--- src/rtl/led_ctrl_pkg.sv ---
// Shared types and constants for the LED mode controller.
package led_ctrl_pkg;

  // Modes in press order; the encoding is what appears on the mode output.
  typedef enum logic [1:0] {
    MODE_OFF     = 2'd0,
    MODE_COUNT   = 2'd1,
    MODE_CHASE   = 2'd2,
    MODE_BREATHE = 2'd3
  } mode_e;

  localparam mode_e      MODE_RESET  = MODE_COUNT;
  // Pins are active-low, so all ones means every LED is dark.
  localparam logic [2:0] LED_ALL_OFF = 3'b111;

  // Press sequence: OFF -> COUNT -> CHASE -> BREATHE -> OFF.
  function automatic mode_e next_mode(input mode_e m);
    mode_e n;
    unique case (m)
      MODE_OFF:     n = MODE_COUNT;
      MODE_COUNT:   n = MODE_CHASE;
      MODE_CHASE:   n = MODE_BREATHE;
      default:      n = MODE_OFF;
    endcase
    return n;
  endfunction

endpackage

--- src/rtl/btn_debounce.sv ---
// Push-button conditioning: 2-flop synchronizer, level debouncer and a
// single-cycle press pulse on each accepted press.
//
// Handshake: press is a pure strobe (no ready). It is high for exactly one
// clk cycle when the debounced level flips from released (1) to pressed (0);
// the consumer must act in that cycle. Releases and held buttons never strobe.
module btn_debounce #(
  parameter int DEBOUNCE_CYCLES = 120_000
) (
  input  logic clk,
  input  logic reset,
  input  logic btn_n,
  output logic press
);

  localparam int CW = $clog2(DEBOUNCE_CYCLES + 1);

  logic          sync1_q;
  logic          sync2_q;
  logic          level_q, level_d;
  logic          press_q, press_d;
  logic [CW-1:0] cnt_q, cnt_d;

  // Debounce: count consecutive cycles where the synchronized input disagrees
  // with the accepted level; the cycle that would bring the count to
  // DEBOUNCE_CYCLES flips the level instead and clears the counter.
  always_comb begin
    cnt_d   = '0;
    level_d = level_q;
    press_d = 1'b0;
    if (sync2_q != level_q) begin
      if (cnt_q == CW'(DEBOUNCE_CYCLES - 1)) begin
        level_d = sync2_q;
        press_d = ~sync2_q;
      end else begin
        cnt_d = cnt_q + CW'(1);
      end
    end
  end

  // Synchronizer and debounce state; everything idles in the released state.
  always_ff @(posedge clk or posedge reset) begin
    if (reset) begin
      sync1_q <= 1'b1;
      sync2_q <= 1'b1;
      level_q <= 1'b1;
      press_q <= 1'b0;
      cnt_q   <= '0;
    end else begin
      sync1_q <= btn_n;
      sync2_q <= sync1_q;
      level_q <= level_d;
      press_q <= press_d;
      cnt_q   <= cnt_d;
    end
  end

  assign press = press_q;

endmodule

--- src/rtl/led_mode_ctrl.sv ---
// Top-level LED source: debounced button steps a mode FSM, which selects a
// tick-paced counter/chase pattern or a PWM breathing ramp on active-low pins.
module led_mode_ctrl #(
  parameter int TICK_DIV        = 3_000_000,
  parameter int DEBOUNCE_CYCLES = 120_000,
  parameter int PWM_BITS        = 4
) (
  input  logic       clk,
  input  logic       reset,
  input  logic       btn_n,
  output logic [2:0] io_led,
  output logic [1:0] mode
);

  import led_ctrl_pkg::*;

  localparam int                  TW       = (TICK_DIV > 2) ? $clog2(TICK_DIV) : 1;
  localparam logic [PWM_BITS-1:0] PWM_ONE  = PWM_BITS'(1);
  localparam logic [PWM_BITS-1:0] DUTY_MAX = '1;

  logic                press;
  logic                tick;
  logic [2:0]          led_on;

  mode_e               mode_q, mode_d;
  logic [TW-1:0]       tick_cnt_q, tick_cnt_d;
  logic [2:0]          step_q, step_d;
  logic [PWM_BITS-1:0] pwm_q, pwm_d;
  logic [PWM_BITS-1:0] duty_q, duty_d;
  logic                dir_up_q, dir_up_d;
  logic [2:0]          io_led_q, io_led_d;

  btn_debounce #(
    .DEBOUNCE_CYCLES(DEBOUNCE_CYCLES)
  ) u_debounce (
    .clk   (clk),
    .reset (reset),
    .btn_n (btn_n),
    .press (press)
  );

  // Next state: a press changes mode and restarts all pacing (any coincident
  // tick is dropped); otherwise a tick advances the active pattern.
  always_comb begin
    tick       = (tick_cnt_q == TW'(TICK_DIV - 1));
    mode_d     = mode_q;
    tick_cnt_d = tick ? '0 : tick_cnt_q + TW'(1);
    step_d     = step_q;
    duty_d     = duty_q;
    dir_up_d   = dir_up_q;
    pwm_d      = pwm_q + PWM_ONE;
    if (press) begin
      mode_d     = next_mode(mode_q);
      tick_cnt_d = '0;
      step_d     = '0;
      duty_d     = '0;
      dir_up_d   = 1'b1;
    end else if (tick) begin
      unique case (mode_q)
        MODE_COUNT: step_d = step_q + 3'd1;
        MODE_CHASE: step_d = (step_q == 3'd2) ? 3'd0 : step_q + 3'd1;
        MODE_BREATHE: begin
          // Triangle ramp: each end value lasts one tick, then turn around.
          if (dir_up_q) begin
            if (duty_q == DUTY_MAX) begin
              dir_up_d = 1'b0;
              duty_d   = duty_q - PWM_ONE;
            end else begin
              duty_d = duty_q + PWM_ONE;
            end
          end else begin
            if (duty_q == '0) begin
              dir_up_d = 1'b1;
              duty_d   = PWM_ONE;
            end else begin
              duty_d = duty_q - PWM_ONE;
            end
          end
        end
        default: ;
      endcase
    end
  end

  // Pattern decode (1 = lit) and inversion for the active-low pins.
  always_comb begin
    led_on = 3'b000;
    unique case (mode_q)
      MODE_OFF:   led_on = 3'b000;
      MODE_COUNT: led_on = step_q;
      MODE_CHASE: begin
        unique case (step_q)
          3'd0:    led_on = 3'b001;
          3'd1:    led_on = 3'b010;
          default: led_on = 3'b100;
        endcase
      end
      default:    led_on = (pwm_q < duty_q) ? 3'b111 : 3'b000;
    endcase
    io_led_d = ~led_on;
  end

  // State and output registers.
  always_ff @(posedge clk or posedge reset) begin
    if (reset) begin
      mode_q     <= MODE_RESET;
      tick_cnt_q <= '0;
      step_q     <= '0;
      pwm_q      <= '0;
      duty_q     <= '0;
      dir_up_q   <= 1'b1;
      io_led_q   <= LED_ALL_OFF;
    end else begin
      mode_q     <= mode_d;
      tick_cnt_q <= tick_cnt_d;
      step_q     <= step_d;
      pwm_q      <= pwm_d;
      duty_q     <= duty_d;
      dir_up_q   <= dir_up_d;
      io_led_q   <= io_led_d;
    end
  end

  assign io_led = io_led_q;
  assign mode   = mode_q;

endmodule

--- config.mk ---
export PLATFORM = sky130hd
export DESIGN_NAME = led_mode_ctrl
export DESIGN_NICKNAME = d
export VERILOG_FILES = /design/src/rtl/led_ctrl_pkg.sv /design/src/rtl/btn_debounce.sv /design/src/rtl/led_mode_ctrl.sv
export SDC_FILE = /design/constraint.sdc
export NUM_CORES = 1
export LEC_CHECK = 0
export BUFFER_PORTS_ARGS = -buffer_cell sky130_fd_sc_hd__buf_2
export CELL_PAD_IN_SITES_DETAIL_PLACEMENT = 1
export CELL_PAD_IN_SITES_GLOBAL_PLACEMENT = 1
export CORE_MARGIN = 2
export CORE_UTILIZATION = 45
export DETAILED_ROUTE_END_ITERATION = 8
export HOLD_SLACK_MARGIN = 0.1
export PLACE_DENSITY_LB_ADDON = 0.1
export SYNTH_ARGS = -nofsm -noshare
export SYNTH_HDL_FRONTEND = slang
export SYNTH_HIERARCHICAL = 1
export SYNTH_SLANG_ARGS = --single-unit
--- constraint.sdc ---
create_clock -name clk -period 1.6 [get_ports clk]
set_input_delay 0.24 -clock clk [delete_from_list [all_inputs] [get_ports clk]]
set_output_delay 0.24 -clock clk [all_outputs]
set_load 0.01 [all_outputs]
# == Yosys cells after proc, flatten, opt, wreduce, memory -nomap -nowiden ==
# Index checks and enable logic that the tools add are counted.
# op_classes
add_sub_neg,6
muxes,26
magnitude_cmp,1
eq_ne,9
n_reduce_logical,9
bitwise_logic,2
# ops
op,count
two-way mux 22 bit,2
two-way mux 17 bit,2
two-way mux 4 bit,6
adder 22 x 1 -> 22 bit (second input constant),1
== test 22 bit (second input constant),1
adder 17 x 1 -> 17 bit (second input constant),1
== test 17 bit (second input constant),1
two-way mux 3 bit,4
case mux 3 bit (2 select lines),2
case mux 3 bit (3 select lines),1
adder 4 x 1 -> 4 bit (second input constant),2
two-way mux 1 bit,8
case mux 2 bit (3 select lines),1
AND reduction 2 bit,3
== test 2 bit (second input constant),2
== test 4 bit (second input constant),1
logical NOT 4 bit,1
< comparator 4 bit,1
nonzero test 2 bit,2
subtractor 4 x 1 -> 4 bit (second input constant),1
adder 3 x 1 -> 3 bit (second input constant),1
== test 3 x 1 -> 1 bit (second input constant),1
== test 3 x 2 -> 1 bit (second input constant),1
logical NOT 3 bit,1
other kinds (6),6
# totals
inputBits,3
wordCells,65
reg_bits,60
out_inout_bits,5

# == Longest topological paths before layout ==
# Gate-level depths: netlist of the first run.
# logic_depth
ltp_word,6
ltp_mapped,7
mapped_depth_nobuf,6

# == Hierarchy ==
# The synthesis of the first run kept the hierarchy.
# modules_own_cells
module,seq_area_each_um2,cells_per_inst,area_per_inst_um2,n_inst
led_mode_ctrl,982.2,233,2284.7,1
btn_debounce,529.3,93,972.2,1

# == Least setup slack after synthesis of the first run ==
# OpenSTA, ideal clock, no wires.
# synth_path
path_kind,register to register
start,reg tick_cnt_q[0]
end,reg step_q[2]
n_path_buf,1
t_arrival_ns,1.693
period_less_slack_ns,1.772
t_required_ns,1.522
setup_time_ns,0.078
slack_ns,-0.172
stages_incl_launch_ff,7
cell_sequence,dfrtp_1 -> ha_1 -> and4_1 -> clkbuf_1 -> nand2_1 -> or4b_1 -> a21oi_1
# synth_via
elab_chain_len,3
# synth_lines
element,line,text
start: declaration,led_mode_ctrl.sv:26,"logic [TW-1:0] tick_cnt_q, tick_cnt_d;"
start signal: assignment,led_mode_ctrl.sv:115,tick_cnt_q <= tick_cnt_d;
== test 22 bit,led_mode_ctrl.sv:45,tick = (tick_cnt_q == TW'(TICK_DIV - 1));
nonzero test 2 bit (no source line),-,
AND reduction 2 bit (no source line),-,
end signal: assignment,led_mode_ctrl.sv:116,step_q <= step_d;
end: declaration,led_mode_ctrl.sv:27,"logic [2:0] step_q, step_d;"
# No other way between the ends.
# A chain may end at the register's enable or synchronous reset.

# == Worst setup path after layout of the first run ==
# layout_path
start,reg tick_cnt_q[1]
end,reg tick_cnt_q[18]
# layout_via
elab_chain_len,3
word_cells_on_any_way,4
classes_between,add/sub: 1; eq/ne: 1; mux: 2
# layout_lines
element,line,text
adder 22 x 1 -> 22 bit or == test 22 bit (tied branches),"led_mode_ctrl.sv:47, led_mode_ctrl.sv:45",
two-way mux 22 bit *,led_mode_ctrl.sv:47,tick_cnt_d = tick ? '0 : tick_cnt_q + TW'(1);
two-way mux 22 bit *,led_mode_ctrl.sv:52,if (press) begin
named net tick_cnt_d[18],led_mode_ctrl.sv:26,
# The timed path passes the listed nets; every way through them passes the cells marked *.

==> flow_metrics.env, run 1 <==
export IMPL_post_route_period_util_pct=117
export IMPL_detailroute_via_count=3025
export IMPL_endpoint="tick_cnt_q[18]"
export IMPL_maxSlewHeadroom_pct=64.5
export IMPL_post_synth_instance_area_um2=3260
export IMPL_grt_max_degree=40
export IMPL_drt_wirelength_per_cell_um=21.2
export IMPL_drtAntennaViolNets=0
export IMPL_critical_path_peak_fanout=6
export IMPL_rsz_0062_raised_after_global_routing="true"
export IMPL_timing_max_transition_violations_final=0
export IMPL_yosys_area_top_type="sky130_fd_sc_hd__dfrtp_1"
export IMPL_finish_net_count=431
export IMPL_critPathMaxStageDelay_ns=0.60
export IMPL_cts_sinks=60
export IMPL_synth_top_cell_area_share_pct=40.0
export IMPL_final_layout_size_suffix_gt1_share_pct=47.5
export IMPL_area_growth_pct=46.3
export IMPL_period_minus_slack_ns=1.88
export IMPL_final_core_util_pct=66.7
export IMPL_failed_checks="setup timing"
export IMPL_antennaDiodeCount=0
export IMPL_detail_route_iter0_violations=116
export IMPL_worst_hold_path_type="reg2reg"
export IMPL_ff2ff_path_depth=5
export IMPL_hpwl_um=5630
export IMPL_chipHeight_um=89.1
export IMPL_required_ns=1.88
export IMPL_endpoint_of_the_worst_register_to_register_path="tick_cnt_q[18]"
export IMPL_finalClockSkew_ns=0.0145
export IMPL_synth_cells=326
export IMPL_first_global_vias=2908
export IMPL_tightestPinTransition_ns=0.532
export IMPL_outcome="complete, but fails checks"
export IMPL_cts_made_buffers=9
export IMPL_crit_slowest_cell="sky130_fd_sc_hd__or4b_4"
export IMPL_first_pass_iters=4
export IMPL_worst_setup_path_startpoint="tick_cnt_q[1]"
export IMPL_synth_seq_cells=60
export IMPL_clk_transition_reported_paths_ns=0.08
export IMPL_layout_cells_most_common="sky130_fd_sc_hd__buf_4"
export IMPL_endpoint_kind_of_the_worst_setup_timing_path="flop"
export IMPL_report_final_hold_viol_count=0
export IMPL_finalSetupViolCount=47
export IMPL_count_of_input_and_output_buffers=7
export IMPL_cellLeakagePower_nw=1.94
export IMPL_reg2reg_from="tick_cnt_q[1]"
export IMPL_setup_slack_ns=-0.279
export IMPL_synth_sequential_area_ratio_pct=46.4
export IMPL_vias_per_cell=5.86
export IMPL_mostFrequentLayoutCells="sky130_fd_sc_hd__buf_4, sky130_fd_sc_hd__dfrtp_1, sky130_fd_sc_hd__nor2_4"
export IMPL_ir_drop_uv=765
export IMPL_max_freq_ghz=0.532
export IMPL_initial_core_util_pct=45.6
export IMPL_synth_warning_count=6
export IMPL_drc=0
export IMPL_critPathKind="reg2reg"
export IMPL_timing_critical_path_cells="ha_2, nand4_1, or4b_4, or3_1, a21oi_2"
export IMPL_post_layout_total_power_mw=3.25
export IMPL_grt_use_total_pct=24.2
export IMPL_timing_reg2reg_setup_slack_ns=-0.28
export IMPL_syn_nets=345
export IMPL_die_width_um=89.1
export IMPL_timing_max_cap_violations=0
export IMPL_boundaryPins=8
export IMPL_synth_edf_count=0
export IMPL_synth_cell_types=49
export IMPL_setup_worst_path_start_class="flop"
export IMPL_timing_critical_path_arrival_ns=2.16
export IMPL_globalRouteOverflowTotal=0
export IMPL_clk_insertion_delay_late_ns=0.35
export IMPL_tritoncts="yes"
export IMPL_yosys_most_used_dff="sky130_fd_sc_hd__dfrtp_1"
export IMPL_htree_levels=3
export IMPL_syn_avg_cell_area_um2=9.99
export IMPL_synth_top_cells_by_area="sky130_fd_sc_hd__dfrtp_1, sky130_fd_sc_hd__dfstp_2, sky130_fd_sc_hd__ha_1"
export IMPL_cts_root_buf="sky130_fd_sc_hd__clkbuf_8"
export IMPL_wl_um=10900
export IMPL_number_of_cell_rows=31
export IMPL_power_density_cell_area_nw_per_um2=682
export IMPL_globalplace_congestion=0.795
export IMPL_cts_max_path_buffers=2
export IMPL_asyncSetResetFlopFracSynth_pct=100
export IMPL_fillerInstances=767
export IMPL_die_area_um2=7930
export IMPL_core_um2=7140
export IMPL_wire_length_of_the_first_global_routing_pass_um=14500
export IMPL_antenna_found_initial=0
## worst max-delay path, delay by kind of cell, from the launching register on
kind	cells	cell delay, ns
AOI/OAI and AO/OA	1	0.14
adders and majority gates	1	0.20
and+or+nand+nor	3	1.10
DFF	1	0.39
## power by group
part           total [mW]  switching (mW)  internal [mW]
Combinational       0.102          0.0650         0.0369
Clock                1.61           0.652          0.961
Sequential           1.53         0.00747           1.53
Total                3.25           0.724           2.53
## repair_timing
action	CTS	global route
endpoints found under the hold margin	53	0
hold buffers	2	0
resized for setup	35	91
pin swaps	20	37
setup buffers	13	12
cloned	2	2
endpoints found under the setup margin	22	49
## through the flow
step | TNS, ns | instances | instance area, um^2 | hold WS, ns | worst slack (ns)
3_3_place_gp | -0.444 | 478 | 3820 | 0.291 | -0.111
6_report | -3.89 | 516 | 4760 | 0.358 | -0.279
3_5_place_dp | -1.08 | 478 | 3820 | 0.303 | -0.220
5_1_grt | -8.68 | 516 | 4760 | 0.368 | -0.305
4_1_cts | -1.38 | 509 | 4350 | 0.357 | -0.181
2_1_floorplan | -0.325 | 326 | 3270 | 0.214 | -0.0847
## flip-flops by register name, indices dropped and copies added, names as in the netlist
name	flops
duty_q	4
pwm_q	4
u_debounce/sync2_q	1
u_debounce/cnt_q	17
mode	2
tick_cnt_q	22
dir_up_q	1
u_debounce/level_q	1
io_led	3
step_q	3
u_debounce/press	1
u_debounce/sync1_q	1
## kinds of logic after synthesis
logic type | Yosys count | synth area share (%)
xor gates and xnor gates | 30 | 8.07
muxes | 4 | 1.65
and+or+nand+nor | 135 | 24.2
adders and majority gates | 16 | 6.15
AOI/OAI and AO/OA | 54 | 10.2
DFF | 60 | 46.4
buffers and inverters | 27 | 3.34
## worst min path at each step
stage / to / from / depth (start not counted) / slack [ns]
detailed placement: u_debounce/cnt_q[12] / reset / 3 / 0.30
finish: u_debounce/sync2_q / u_debounce/sync1_q / 0 / 0.36
floorplan: u_debounce/cnt_q[0] / reset / 1 / 0.21
global placement: u_debounce/cnt_q[13] / reset / 3 / 0.29
global route: u_debounce/sync2_q / u_debounce/sync1_q / 0 / 0.37
CTS: u_debounce/sync2_q / u_debounce/sync1_q / 0 / 0.36
## Yosys cell counts (all sizes together) (2+ instances only)
cell and number:
a31oi 3, and4bb 2, dfrtp 52, ha 16, nand2b 2, xor2 16, a211oi 5, buf 4
nand2 15, or4 3, nor4 6, and4 9, nor3 3, dfstp 8, and3 4, clkbuf 7
inv 16, or4b 3, and2 2, nor4b 2, o21ai 12, nand4 15, nand3 15, nor3b 2
a21o 2, mux2i 2, xnor2 14, or3 7, nand4b 3, nor2 39, o31ai 7, a21oi 18
a221o 2
## cell type report
| class | instances | area (um^2) | area share, % |
|---|---|---|---|
| inverters | 16 | 60.1 | 1.26 |
| well taps | 99 | 124 | 2.60 |
| repair buffers | 86 | 752 | 15.8 |
| flip-flops and latches | 60 | 1510 | 31.8 |
| multi-input cells | 239 | 2090 | 43.8 |
| clock buffers | 12 | 155 | 3.26 |
| clock inverters | 4 | 72.6 | 1.52 |
## per-layer routing
metal / global-route usage, % / part of all wire, % / vias up / wire, um
li1: - / - / 1351 / -
met1: 30.7 / 41 / 1553 / 4470
met2: 42.9 / 53 / 88 / 5760
met3: 3.69 / 3.7 / 33 / 400
met4: 7.33 / 2.9 / 0 / 315
met5: 0 / 0 / - / 0
No activity file was read; power rests on OpenSTA's default activity.
==> run 2: changes to the inputs <==
--- a/config.mk
+++ b/config.mk
@@ -12,7 +12,8 @@
 export CORE_UTILIZATION = 45
 export DETAILED_ROUTE_END_ITERATION = 8
 export HOLD_SLACK_MARGIN = 0.1
-export PLACE_DENSITY_LB_ADDON = 0.1
+export PLACE_DENSITY = 0.76
+export SKIP_CTS_REPAIR_TIMING = 1
 export SYNTH_ARGS = -nofsm -noshare
 export SYNTH_HDL_FRONTEND = slang
 export SYNTH_HIERARCHICAL = 1
==> run 2 against run 1 <==
The run still ends with setup timing left. Via count down 6.0%. Combinational power down 27%. Clock-buffer cell count up 2. Power down 6.8%. Flip-flop and latch count unchanged. Largest power group is now sequential cells. Clock power down 12%. Worst setup slack better by 0.058 ns. Global-route usage down 1.4 points. Final area down 11%. Sequential share of layout area up 3.9 points.
==> flow_metrics.env, run 2 (same netlist as run 1, synthesis figures left out) <==
export IMPL_core_um2=7140
export IMPL_layout_cells_most_common="sky130_fd_sc_hd__buf_4"
export IMPL_cts_made_buffers=9
export IMPL_drc=0
export IMPL_detailroute_via_count=2843
export IMPL_cp_top_family="simple AND/OR/NAND/NOR gates"
export IMPL_vias_per_cell=5.64
export IMPL_critPathMaxStageDelay_ns=0.61
export IMPL_grt_max_degree=40
export IMPL_power_density_cell_area_nw_per_um2=714
export IMPL_highest_layer="met4"
export IMPL_largest_register_ff_count=22
export IMPL_initial_core_util_pct=45.6
export IMPL_post_layout_total_power_mw=3.03
export IMPL_endpoint_kind_of_the_worst_setup_timing_path="flop"
export IMPL_final_layout_size_suffix_gt1_share_pct=32.6
export IMPL_reg_top3="tick_cnt_q: 22 flops, u_debounce/cnt_q: 17 flops"
export IMPL_clk_transition_reported_paths_ns=0.06
export IMPL_globalRouteOverflowTotal=0
export IMPL_boundaryPins=8
export IMPL_final_core_util_pct=59.4
export IMPL_critPathKind="reg2reg"
export IMPL_finalClockSkew_ns=0.0126
export IMPL_wl_met2_um=4720
export IMPL_cellLeakagePower_nw=1.85
export IMPL_critical_path_peak_fanout=6
export IMPL_required_ns=1.88
export IMPL_tritoncts="yes"
export IMPL_first_global_vias=2964
export IMPL_cts_max_path_buffers=2
export IMPL_die_area_um2=7930
export IMPL_chipHeight_um=89.1
export IMPL_detail_route_iter0_violations=138
export IMPL_antenna_found_initial=0
export IMPL_first_pass_iters=4
export IMPL_setup_worst_path_start_class="flop"
export IMPL_finish_net_count=419
export IMPL_htree_levels=3
export IMPL_area_growth_pct=30.2
export IMPL_outcome="complete, but fails checks"
export IMPL_globalplace_congestion=0.800
export IMPL_detailed_route_wire_length_on_metal_1_um=3940
export IMPL_antennaDiodeCount=0
export IMPL_crit_slowest_cell="sky130_fd_sc_hd__or4b_4"
export IMPL_hpwl_um=5870
export IMPL_grt_use_total_pct=22.8
export IMPL_count_of_input_and_output_buffers=7
export IMPL_timing_max_cap_violations=0
export IMPL_tightestPinTransition_ns=0.529
export IMPL_number_of_cell_rows=31
export IMPL_max_freq_ghz=0.549
export IMPL_period_minus_slack_ns=1.82
export IMPL_registers_top_by_ff_count="tick_cnt_q"
export IMPL_setup_slack_ns=-0.220
export IMPL_drtAntennaViolNets=0
export IMPL_report_final_hold_viol_count=0
export IMPL_ir_drop_uv=507
export IMPL_failed_checks="setup timing"
export IMPL_wl_um=9120
export IMPL_maxSlewHeadroom_pct=64.7
export IMPL_fin_tns_setup_ns=-1.77
export IMPL_worstPathBufferInverterCount=0
export IMPL_clk_insertion_delay_late_ns=0.36
export IMPL_wire_length_of_the_first_global_routing_pass_um=13900
export IMPL_timing_critical_path_arrival_ns=2.10
export IMPL_rsz_0062_raised_after_global_routing="true"
export IMPL_cts_root_buf="sky130_fd_sc_hd__clkbuf_8"
export IMPL_mostFrequentLayoutCells="sky130_fd_sc_hd__buf_4, sky130_fd_sc_hd__dfrtp_1, sky130_fd_sc_hd__nor2_1"
export IMPL_wl_met3_um=219
export IMPL_die_width_um=89.1
export IMPL_worst_hold_path_type="reg2reg"
export IMPL_drt_wirelength_per_cell_um=18.1
export IMPL_timing_critical_path_cells="ha_4, nand4_1, or4b_4, or3_4, a21oi_2"
export IMPL_cts_sinks=60
export IMPL_timing_max_transition_violations_final=0
export IMPL_post_route_period_util_pct=114
export IMPL_finalSetupViolCount=30
## run 2: worst paths after layout
check	end	cells past startpoint	slack, ns	start
min in group asynchronous	u_debounce/cnt_q[16]	4	0.46	reset
min reg2reg	u_debounce/sync2_q	0	0.36	u_debounce/sync1_q
max in group asynchronous	duty_q[1]	4	0.64	reset
min	u_debounce/sync2_q	0	0.36	u_debounce/sync1_q
max reg2reg	tick_cnt_q[16]	5	-0.22	tick_cnt_q[0]
max	tick_cnt_q[16]	5	-0.22	tick_cnt_q[0]
## run 2: metal layers
layer  vias to the layer above  track usage, %
met4                         0            9.23
met5                         -               0
met1                      1436            27.3
li1                       1328               -
met2                        56            39.4
met3                        23            5.63
## run 2: layout make-up
cell class | instances | area [um^2]
clock buffers | 14 | 163
clock inverters | 2 | 35.0
fillers | 817 | 2900
inverters | 16 | 60.1
multi-input cells | 239 | 1780
flip-flops and latches | 60 | 1510
well taps | 99 | 124
repair buffers | 74 | 567
## run 2: per-stage QoR
| stage | cells | worst slack (ns) | hold WS (ns) | instance area, um^2 |
|---|---|---|---|---|
| global route | 504 | -0.294 | 0.378 | 4240 |
| detailed placement | 475 | -0.165 | 0.296 | 3790 |
| global placement | 475 | -0.104 | 0.288 | 3790 |
| finish | 504 | -0.220 | 0.363 | 4240 |
| CTS | 491 | -0.189 | -0.0774 | 3990 |
| floorplan | 326 | -0.0847 | 0.214 | 3270 |
## run 2: report_power, final
group          internal (mW)  total, mW  switching [mW]
registers               1.53       1.54         0.00732
logic                 0.0259     0.0744          0.0485
clock network          0.804       1.42           0.614
